**config.mk**
```make
export PLATFORM = sky130hd
export DESIGN_NAME = floo_reg_responder
export DESIGN_NICKNAME = d
export VERILOG_FILES = /design/src/rtl/floo_reg_responder.sv
export SDC_FILE = /design/constraint.sdc
export NUM_CORES = 1
export LEC_CHECK = 0
export ABC_AREA = 1
export BUFFER_PORTS_ARGS = -buffer_cell sky130_fd_sc_hd__clkbuf_2
export CORE_AREA = 2 2 291 293
export DETAILED_ROUTE_END_ITERATION = 12
export DIE_AREA = 0 0 293 295
export PLACE_DENSITY_LB_ADDON = 0.1
export REMOVE_ABC_BUFFERS = 1
export SETUP_SLACK_MARGIN = 0.3
export SYNTH_ARGS = -nofsm -noshare
export SYNTH_HDL_FRONTEND = slang
export SYNTH_SLANG_ARGS = --single-unit
export TNS_END_PERCENT = 30
```
**constraint.sdc**
```tcl
create_clock -name clk_i -period 12.3 [get_ports clk_i]
set_input_delay 3.075 -clock clk_i [delete_from_list [all_inputs] [get_ports clk_i]]
set_output_delay 3.075 -clock clk_i [all_outputs]
set_load 0.01 [all_outputs]
```
**src/rtl/floo_reg_responder.sv**
```systemverilog
// NoC target endpoint: decodes single-flit read/write requests against a small
// scratch register file and queues exactly one response flit per accepted request.
module floo_reg_responder #(
    parameter int unsigned NumRegs   = 8,
    parameter int unsigned AddrWidth = 48,
    parameter int unsigned DataWidth = 64,
    parameter int unsigned IdWidth   = 6,
    parameter int unsigned XW        = 3,
    parameter int unsigned YW        = 3,
    parameter int unsigned RspDepth  = 2
) (
    input  logic                   clk_i,
    input  logic                   rst_i,
    input  logic [AddrWidth-1:0]   base_addr_i,
    input  logic                   req_valid_i,
    output logic                   req_ready_o,
    input  logic                   req_write_i,
    input  logic [AddrWidth-1:0]   req_addr_i,
    input  logic [DataWidth-1:0]   req_wdata_i,
    input  logic [DataWidth/8-1:0] req_strb_i,
    input  logic [IdWidth-1:0]     req_id_i,
    input  logic [XW-1:0]          req_src_x_i,
    input  logic [YW-1:0]          req_src_y_i,
    output logic                   rsp_valid_o,
    input  logic                   rsp_ready_i,
    output logic [DataWidth-1:0]   rsp_rdata_o,
    output logic                   rsp_err_o,
    output logic                   rsp_write_o,
    output logic [IdWidth-1:0]     rsp_id_o,
    output logic [XW-1:0]          rsp_dst_x_o,
    output logic [YW-1:0]          rsp_dst_y_o,
    output logic [31:0]            req_count_o
);

    localparam int unsigned StrbW = DataWidth / 8;
    localparam int unsigned IdxW  = $clog2(NumRegs);
    localparam int unsigned PtrW  = (RspDepth > 1) ? $clog2(RspDepth) : 1;
    localparam int unsigned CntW  = $clog2(RspDepth + 1);

    localparam logic [AddrWidth-1:0] RegBytes = AddrWidth'(NumRegs * 8);
    localparam logic [PtrW-1:0]      LastPtr  = PtrW'(RspDepth - 1);
    localparam logic [CntW-1:0]      FullCnt  = CntW'(RspDepth);

    typedef struct packed {
        logic [DataWidth-1:0] rdata;
        logic                 err;
        logic                 write;
        logic [IdWidth-1:0]   id;
        logic [XW-1:0]        dst_x;
        logic [YW-1:0]        dst_y;
    } rsp_t;

    logic [DataWidth-1:0] regs [NumRegs];
    rsp_t                 fifo_mem [RspDepth];
    logic [PtrW-1:0]      rd_ptr;
    logic [PtrW-1:0]      wr_ptr;
    logic [CntW-1:0]      fifo_count;

    logic [AddrWidth-1:0] off;
    logic                 hit;
    logic [IdxW-1:0]      idx;
    logic                 push;
    logic                 pop;
    rsp_t                 rsp_in;
    rsp_t                 rsp_head;

    function automatic logic [PtrW-1:0] ptr_inc(input logic [PtrW-1:0] p);
        return (p == LastPtr) ? '0 : p + 1'b1;
    endfunction

    // The lower-bound check also rejects addresses below base, where off wraps.
    always_comb begin
        off    = req_addr_i - base_addr_i;
        hit    = (req_addr_i >= base_addr_i) && (off < RegBytes) && (req_addr_i[2:0] == 3'b000);
        idx    = off[IdxW+2:3];
        rsp_in = '0;
        rsp_in.rdata = (hit && !req_write_i) ? regs[idx] : '0;
        rsp_in.err   = !hit;
        rsp_in.write = req_write_i;
        rsp_in.id    = req_id_i;
        rsp_in.dst_x = req_src_x_i;
        rsp_in.dst_y = req_src_y_i;
    end

    // A pop never makes room for a push in the same cycle.
    assign req_ready_o = !rst_i && (fifo_count < FullCnt);
    assign push        = req_valid_i && req_ready_o;
    assign pop         = rsp_valid_o && rsp_ready_i;

    assign rsp_head    = fifo_mem[rd_ptr];
    assign rsp_valid_o = (fifo_count != '0);
    assign rsp_rdata_o = rsp_head.rdata;
    assign rsp_err_o   = rsp_head.err;
    assign rsp_write_o = rsp_head.write;
    assign rsp_id_o    = rsp_head.id;
    assign rsp_dst_x_o = rsp_head.dst_x;
    assign rsp_dst_y_o = rsp_head.dst_y;

    always_ff @(posedge clk_i) begin
        if (rst_i) begin
            for (int r = 0; r < NumRegs; r++) begin
                regs[r] <= '0;
            end
        end else if (push && hit && req_write_i) begin
            for (int b = 0; b < StrbW; b++) begin
                if (req_strb_i[b]) begin
                    regs[idx][b*8 +: 8] <= req_wdata_i[b*8 +: 8];
                end
            end
        end
    end

    always_ff @(posedge clk_i) begin
        if (rst_i) begin
            rd_ptr     <= '0;
            wr_ptr     <= '0;
            fifo_count <= '0;
        end else begin
            if (push) begin
                fifo_mem[wr_ptr] <= rsp_in;
                wr_ptr           <= ptr_inc(wr_ptr);
            end
            if (pop) begin
                rd_ptr <= ptr_inc(rd_ptr);
            end
            if (push && !pop) begin
                fifo_count <= fifo_count + 1'b1;
            end else if (pop && !push) begin
                fifo_count <= fifo_count - 1'b1;
            end
        end
    end

    always_ff @(posedge clk_i) begin
        if (rst_i) begin
            req_count_o <= '0;
        end else if (push && (req_count_o != 32'hFFFF_FFFF)) begin
            req_count_o <= req_count_o + 32'd1;
        end
    end

endmodule
```
==> results of run 1 <==
==> cell usage after synthesis, types with 18 or more instances <==
master      n  area, sq um
a21oi_1    61          305
buf_1      18         67.6
buf_2      68          340
buf_6      63          709
clkbuf_1   45          169
clkinv_1   69          259
dfxtp_1    37          741
edfxtp_1  668        20100
ha_1       50          626
inv_1     300         1130
mux2_2     78          878
nand2_1   449         1690
nand3_1    72          360
nor2_1    242          908
nor3_1     48          240
nor3_2    515         5150
o21ai_0    79          395
o21ai_1    49          245
o22ai_1   184         1150
or2_2      39          244
or4_1      26          195
==> area by class of cell <==
class	instances	area, sq um
fillers	7450	41500
well taps	1080	1350
inverters	381	1430
repair buffers	335	1820
diodes	1	2.50
clock buffers	101	2110
clock inverters	43	435
flip-flops and latches	705	20800
multi-input cells	2039	13700
==> final timing paths <==
kind	endpoint	slack, ps	cells past startpoint
worst min register to register	req_count_o[31]	480	1
worst max register to register	regs[3][9]	7950	5
worst max-delay path	regs[3][9]	5020	19
worst min-delay path	req_count_o[31]	480	1
==> metal layers <==
metal	wire length, microns	part of all wire [%]	vias up
li1	-	-	12200
met1	44300	45	12600
met2	46500	47	730
met3	5760	5.9	113
met4	1620	1.6	8
met5	51	0.052	-
==> where the power goes <==
| part | internal [mW] | switching, mW | total, mW | leakage, nW |
|---|---|---|---|---|
| registers | 2.71 | 0.0347 | 2.75 | 7.11 |
| clock network | 1.33 | 0.991 | 2.32 | 1.25 |
| logic | 0.352 | 0.802 | 1.15 | 6.81 |
==> registers in the layout, summed over array words and instances (netlist names), named ones only <==
signal,flops
regs,512
fifo_count,2
wr_ptr,1
fifo_mem,156
rd_ptr,1
req_count_o,32
==> cell families (layout without fill, tap and decap cells) <==
| family | Yosys count | after routing |
|---|---|---|
| AO/OA/AOI/OAI | 423 | 423 |
| XOR/XNOR | 10 | 10 |
| adder cells (fa/ha/maj) | 50 | 50 |
| buffers and inverters | 575 | 860 |
| flip-flops | 705 | 705 |
| multiplexers | 78 | 78 |
| other | 0 | 1 |
| AND/OR/NAND/NOR | 1478 | 1478 |
==> worst reg2reg max path, cell delays in order, from the launching register on <==
cell,delay [ps]
dfxtp_1,330
nor2_1,340
nand2_1,360
nor2_2,800
nand4_4,860
o21ai_1,1270
==> impl_metrics.toml, run 1 <==
[status]
status = "completed"

[clocking]
clock_sinks = 705
insertion_delay_ps = 640
cts_buffers = 79
cts_buffer_depth = 3
tritoncts = "done"
cts_max_level = 3
ctsHoldBuffers = 0
cts_setup_buffers = 0
clk_pin_slew_worst_paths_ps = 60
cts-resized-gates = 0
clockRootBuffer = "clkbuf_16"

[sta]
holdWs_ps = 483
fin_skew_ps = 43.1
clock.fmax_mhz = 137
slew_headroom_pct = 18.2
maxSlewViolCount = 0
worst_slew_pin_slew_ps = 1220
setup_viol = 0
tns_ps = 0
layout_setup_ws_ps = 5020
finalHoldViolCount = 0
rsz0062_at_grt = "false"
finalCritPeriodShare_pct = 59.2
finalCriticalPeriod_ps = 7280

[placement]
port-buffer-count = 296
dpl-instance-area_sq_mm = 0.0391
dp_hpwl_microns = 62800
dp.cells = 4539
globalplace.congestion = 0.930
dpl_worst_slack_ps = 4380

[route]
wl_per_cell_microns = 21.0
wl_microns = 98200
antenna_left = 0
dr.pass1.iters = 5
num_vias = 25700
drc_errors = 0
via_per_inst = 5.48
dr.first_iter.drc_count = 1876

[layout]
area_growth_pct = 12.2
final_common_cell = "edfxtp_1"
final_cell_mix = "668 x edfxtp_1, 515 x nor3_2, 442 x nand2_1"
final_core_util_pct = 50.1
final_cells = 4685
layout-drive-gt1-share_pct = 32.2
fin_area_sq_mm = 0.0417
nets = 3776

[pwr]
total_power_mw = 6.23
vdd_drop_max_mv = 0.100
power_density_mw_per_mm2 = 149
p_leak_nw = 15.2

[yosys]
synth_area_sq_mm = 0.0371
synth_simple_gate_area_share_pct = 25.7
synth_edf_count = 668
synth_seq_cells = 705
synth_cell_types = 49
synthCells = 3319
synth_top_family_by_area = "simple AND/OR/NAND/NOR gates"
synth_compound_area_share_pct = 6.73
synthArstFlopShare_pct = 0
yosys_warnings = 0
avgSynthCellArea_sq_um = 11.2
yosysSeqAreaShare_pct = 56.0
synth_fa_ha_area_share_pct = 1.68
synth_xor_xnor_area_share_pct = 0.236
synthMuxAreaShare_pct = 2.36
ys.flop_type = "edfxtp_1"

[global_routing]
grt_antenna_before_repair = 4
grt_max_degree = 136
top_usage_layer = "met2"
grtUsageMet1_pct = 31.2
met2_usage_pct = 37.6
grt_overflow = 0
grt_pass1_wl_microns = 153000
use_met3_pct = 3.72
grt_usage_pct = 22.6
grt_pass1_vias = 26200

[critical_path]
cp-start-kind = "input port"
r2r-start = "fifo_count[1]"
cpPeakStageDelay_ps = 1240
cp-end-kind = "flip-flop"
crit_family = "simple AND/OR/NAND/NOR gates"
path_class = "in2reg"
crit_chain = "clkbuf_2 > inv_1 > ha_1 > nand2_1 > inv_2 > nand2_1 > nand3_1 > nand2_1 > nand2_2 > nand2_1 > nand2_1 > nand2_1 > nor2_1 > nand3_1 > nor2_2 > nand4_2 > nor2_8 > nand4_4 > o21ai_1"
arrival_ps = 7510
worst-path-buf-inv = 3
cp_max_fo = 43
critPathLaunch = "base_addr_i[4]"
required_ps = 12530
crit_slowest_cell = "o21ai_1"
crit_top_cell = "nand2_1"

[run]
maxCapViolCount = 0

[floorplanning]
pin_count = 297
start_util_pct = 44.7
fp.dieW_microns = 293
dieArea_sq_mm = 0.0864
fp-row-count = 106
coreArea_sq_mm = 0.0832
die_h_microns = 295

[min_path]
hold_class = "reg2reg"
hold_start = "req_count_o[31]"
Power figures use the tool's default switching activity.
==> run 2: changes to the inputs <==
--- a/config.mk
+++ b/config.mk
@@ -5,11 +5,11 @@
 export SDC_FILE = /design/constraint.sdc
 export NUM_CORES = 1
 export LEC_CHECK = 0
-export ABC_AREA = 1
+export ABC_AREA = 0
 export BUFFER_PORTS_ARGS = -buffer_cell sky130_fd_sc_hd__clkbuf_2
-export CORE_AREA = 2 2 291 293
+export CORE_AREA = 2 2 294 296
 export DETAILED_ROUTE_END_ITERATION = 12
-export DIE_AREA = 0 0 293 295
+export DIE_AREA = 0 0 296 298
 export PLACE_DENSITY_LB_ADDON = 0.1
 export REMOVE_ABC_BUFFERS = 1
 export SETUP_SLACK_MARGIN = 0.3
==> constraint.sdc (replaced) <==
create_clock -name clk_i -period 6.5 [get_ports clk_i]
set_input_delay 1.625 -clock clk_i [delete_from_list [all_inputs] [get_ports clk_i]]
set_output_delay 1.625 -clock clk_i [all_outputs]
set_load 0.01 [all_outputs]
==> impl_metrics.toml, run 2 <==
[yosys]
yosys_warnings = 0
synthArstFlopShare_pct = 0
yosysMostFrequentCell = "edfxtp_1"
ys_top_cells_by_area = "edfxtp_1 53%, nor4_1 6.2%, nand3_1 4.8%, nand2_1 3.7%, clkbuf_1 3.0%"
synth_area_sq_mm = 0.0380
yosysSeqAreaShare_pct = 54.7
synth_edf_count = 668
synth_seq_cells = 705
ys.flop_type = "edfxtp_1"
avgSynthCellArea_sq_um = 10.7
synthCells = 3554
yosys.area.top_type = "edfxtp_1"
yosysTopAreaCellShare_pct = 52.7
synth_cell_types = 84
synth_common_cells = "668 x edfxtp_1, 380 x nor4_1, 372 x nand2_1"

[pwr]
p_leak_nw = 14.4
power_density_mw_per_mm2 = 292
vdd_drop_max_mv = 0.222

[clocking]
clk_pin_slew_worst_paths_ps = 60
clockRootBuffer = "clkbuf_16"
ctsHoldBuffers = 0
cts_setup_buffers = 0
insertion_delay_ps = 650
cts_buffers = 79
cts_buffer_depth = 3
clock_sinks = 705
tritoncts = "done"
cts_max_level = 3
cts-resized-gates = 0

[floorplanning]
dieArea_sq_mm = 0.0882
start_util_pct = 44.8
pin_count = 297
die_h_microns = 298
coreArea_sq_mm = 0.0849
fp.dieW_microns = 296
fp-row-count = 107

[layout]
largest_register_ffs = 512
fin_area_sq_mm = 0.0441
area_growth_pct = 16.0
reg_top3 = "regs (512), fifo_mem (156), req_count_o (32)"
layout-drive-gt1-share_pct = 23.1
nets = 3973
largest_register = "regs"
final_common_cell = "edfxtp_1"
final_cell_mix = "668 x edfxtp_1, 380 x nor4_1, 372 x nand2_1"

[critical_path]
cp_max_fo = 30
path_class = "in2reg"
cp-start-kind = "input port"
cpPeakStageDelay_ps = 710
ff2ff_setup_slack_ps = 2510
r2r-start = "fifo_count[1]"
rr_worst_depth = 8
crit_slowest_cell = "or4_4"
arrival_ps = 6190
crit_chain = "clkbuf_2 > inv_1 > ha_1 > and2_2 > nand3_1 > or3_1 > a2111oi_0 > nor4b_2 > xnor2_1 > nor4_1 > nand4_1 > or4_4 > buf_12 > buf_12 > o41ai_2 > buf_4"
crit_top_cell = "buf_12"
cp-end-kind = "flip-flop"
rr_endpoint = "regs[5][28]"
crit_family = "simple AND/OR/NAND/NOR gates"
required_ps = 6840
worst-path-buf-inv = 5

[global_routing]
grt_max_degree = 95
grt_pass1_vias = 31500
grt_usage_pct = 28.1
met2_usage_pct = 46.1
grt_antenna_before_repair = 5
grt_overflow = 0
use_met3_pct = 3.88
grt_pass1_wl_microns = 191000
top_usage_layer = "met2"
grtUsageMet1_pct = 37.9

[min_path]
hold_depth = 2
hold_class = "reg2reg"
min_to = "req_count_o[25]"
hold_start = "req_count_o[25]"

[route]
wl_microns = 126000
dr.pass1.iters = 8
num_vias = 31900
drc_errors = 0
wl_per_cell_microns = 25.5
antenna_left = 0
via_per_inst = 6.45
dr.first_iter.drc_count = 3788

[sta]
finalCritPeriodShare_pct = 90.0
finalHoldViolCount = 0
slew_headroom_pct = 20.4
setup_viol = 0
rsz0062_at_grt = "false"
layout_setup_ws_ps = 651
clock.fmax_mhz = 171
worst_slew_pin_slew_ps = 1190
maxSlewViolCount = 0
finalCriticalPeriod_ps = 5850
fin_skew_ps = 32.9

[status]
status = "completed"

[run]
maxCapViolCount = 0

[placement]
port-buffer-count = 296
dp_hpwl_microns = 80100
dpl-instance-area_sq_mm = 0.0416
globalplace.congestion = 0.935
dpl_worst_slack_ps = 23.5
-- run 2: cell count changes in the layout (fill, tap and decap cells not counted), moves of 106 or more --
cell,delta
nor3_2,-515
nor4_1,+374
nand3_1,+291
inv_1,-235
buf_4,+159
o22ai_1,-151
nor2_1,-111
nor3_1,+106
-- run 2: logic make-up (layout without fill, tap and decap cells) --
logic type / Yosys count / count (layout) / synth area share (%)
buf+inv: 480 / 727 / 5.73
other cells: 0 / 4 / 0
simple gates: 1649 / 1649 / 23.1
flops: 705 / 705 / 54.7
xor+xnor: 53 / 53 / 1.22
mux: 121 / 121 / 4.43
fa+ha+maj: 50 / 50 / 1.64
compound gates: 496 / 496 / 9.16
-- run 2: report_power, final --
| part | leakage [nW] | switching [mW] | total (mW) | internal (mW) |
|---|---|---|---|---|
| clock | 1.23 | 1.91 | 4.45 | 2.54 |
| sequential | 6.93 | 0.118 | 5.29 | 5.17 |
| combinational | 6.25 | 2.17 | 3.15 | 0.986 |
-- run 2: worst max-delay path by stage --
stage | start | to | cells past startpoint
after global routing | base_addr_i[4] | fifo_mem[0][24] | 14
final | base_addr_i[11] | regs[5][38] | 16
after CTS | base_addr_i[11] | regs[5][38] | 16
after global placement | base_addr_i[11] | regs[5][37] | 16
after floorplan | base_addr_i[1] | regs[1][0] | 10
after detailed placement | base_addr_i[11] | regs[5][37] | 16
-- run 2: worst reg2reg max path, stage by stage, from the launching register on --
cell and delay (ps):
dfxtp_1 330, nor2_1 180, nand2_1 160, inv_1 210, and3_1 930, and2_1 1060
nand3_1 160, o41ai_1 420, buf_4 250
-- run 2: per-stage QoR --
step | hold slack [ps] | setup TNS [ps] | power [mW] | cells | util (%)
after floorplan | 461 | - | 7.24 | 3139 | -
after global placement | 480 | -79.6 | 8.49 | 4801 | 49.0
after detailed placement | 492 | 0 | 8.51 | 4801 | 49.0
after CTS | 500 | 0 | 12.9 | 4945 | 52.0
after global routing | 531 | 0 | 13.3 | 4947 | 52.0
final | 496 | 0 | 12.9 | 4949 | 52.0
-- run 2: layout make-up --
cell class	instances	area, sq um
clock buffer	93	2030
multi-input combinational	2369	15600
tap	1144	1430
sequential	705	20800
fill	7633	40800
timing repair buffer	518	3510
inverter	65	244
clock inverter	51	518
antenna	4	10.0
-- run 2: routing by layer --
layer  vias to the layer above  wire length [microns]
met3                       273                  10000
met2                      1635                  61000
li1                      14300                      -
met5                         -                     25
met4                         4                   4450
met1                     15700                  50700
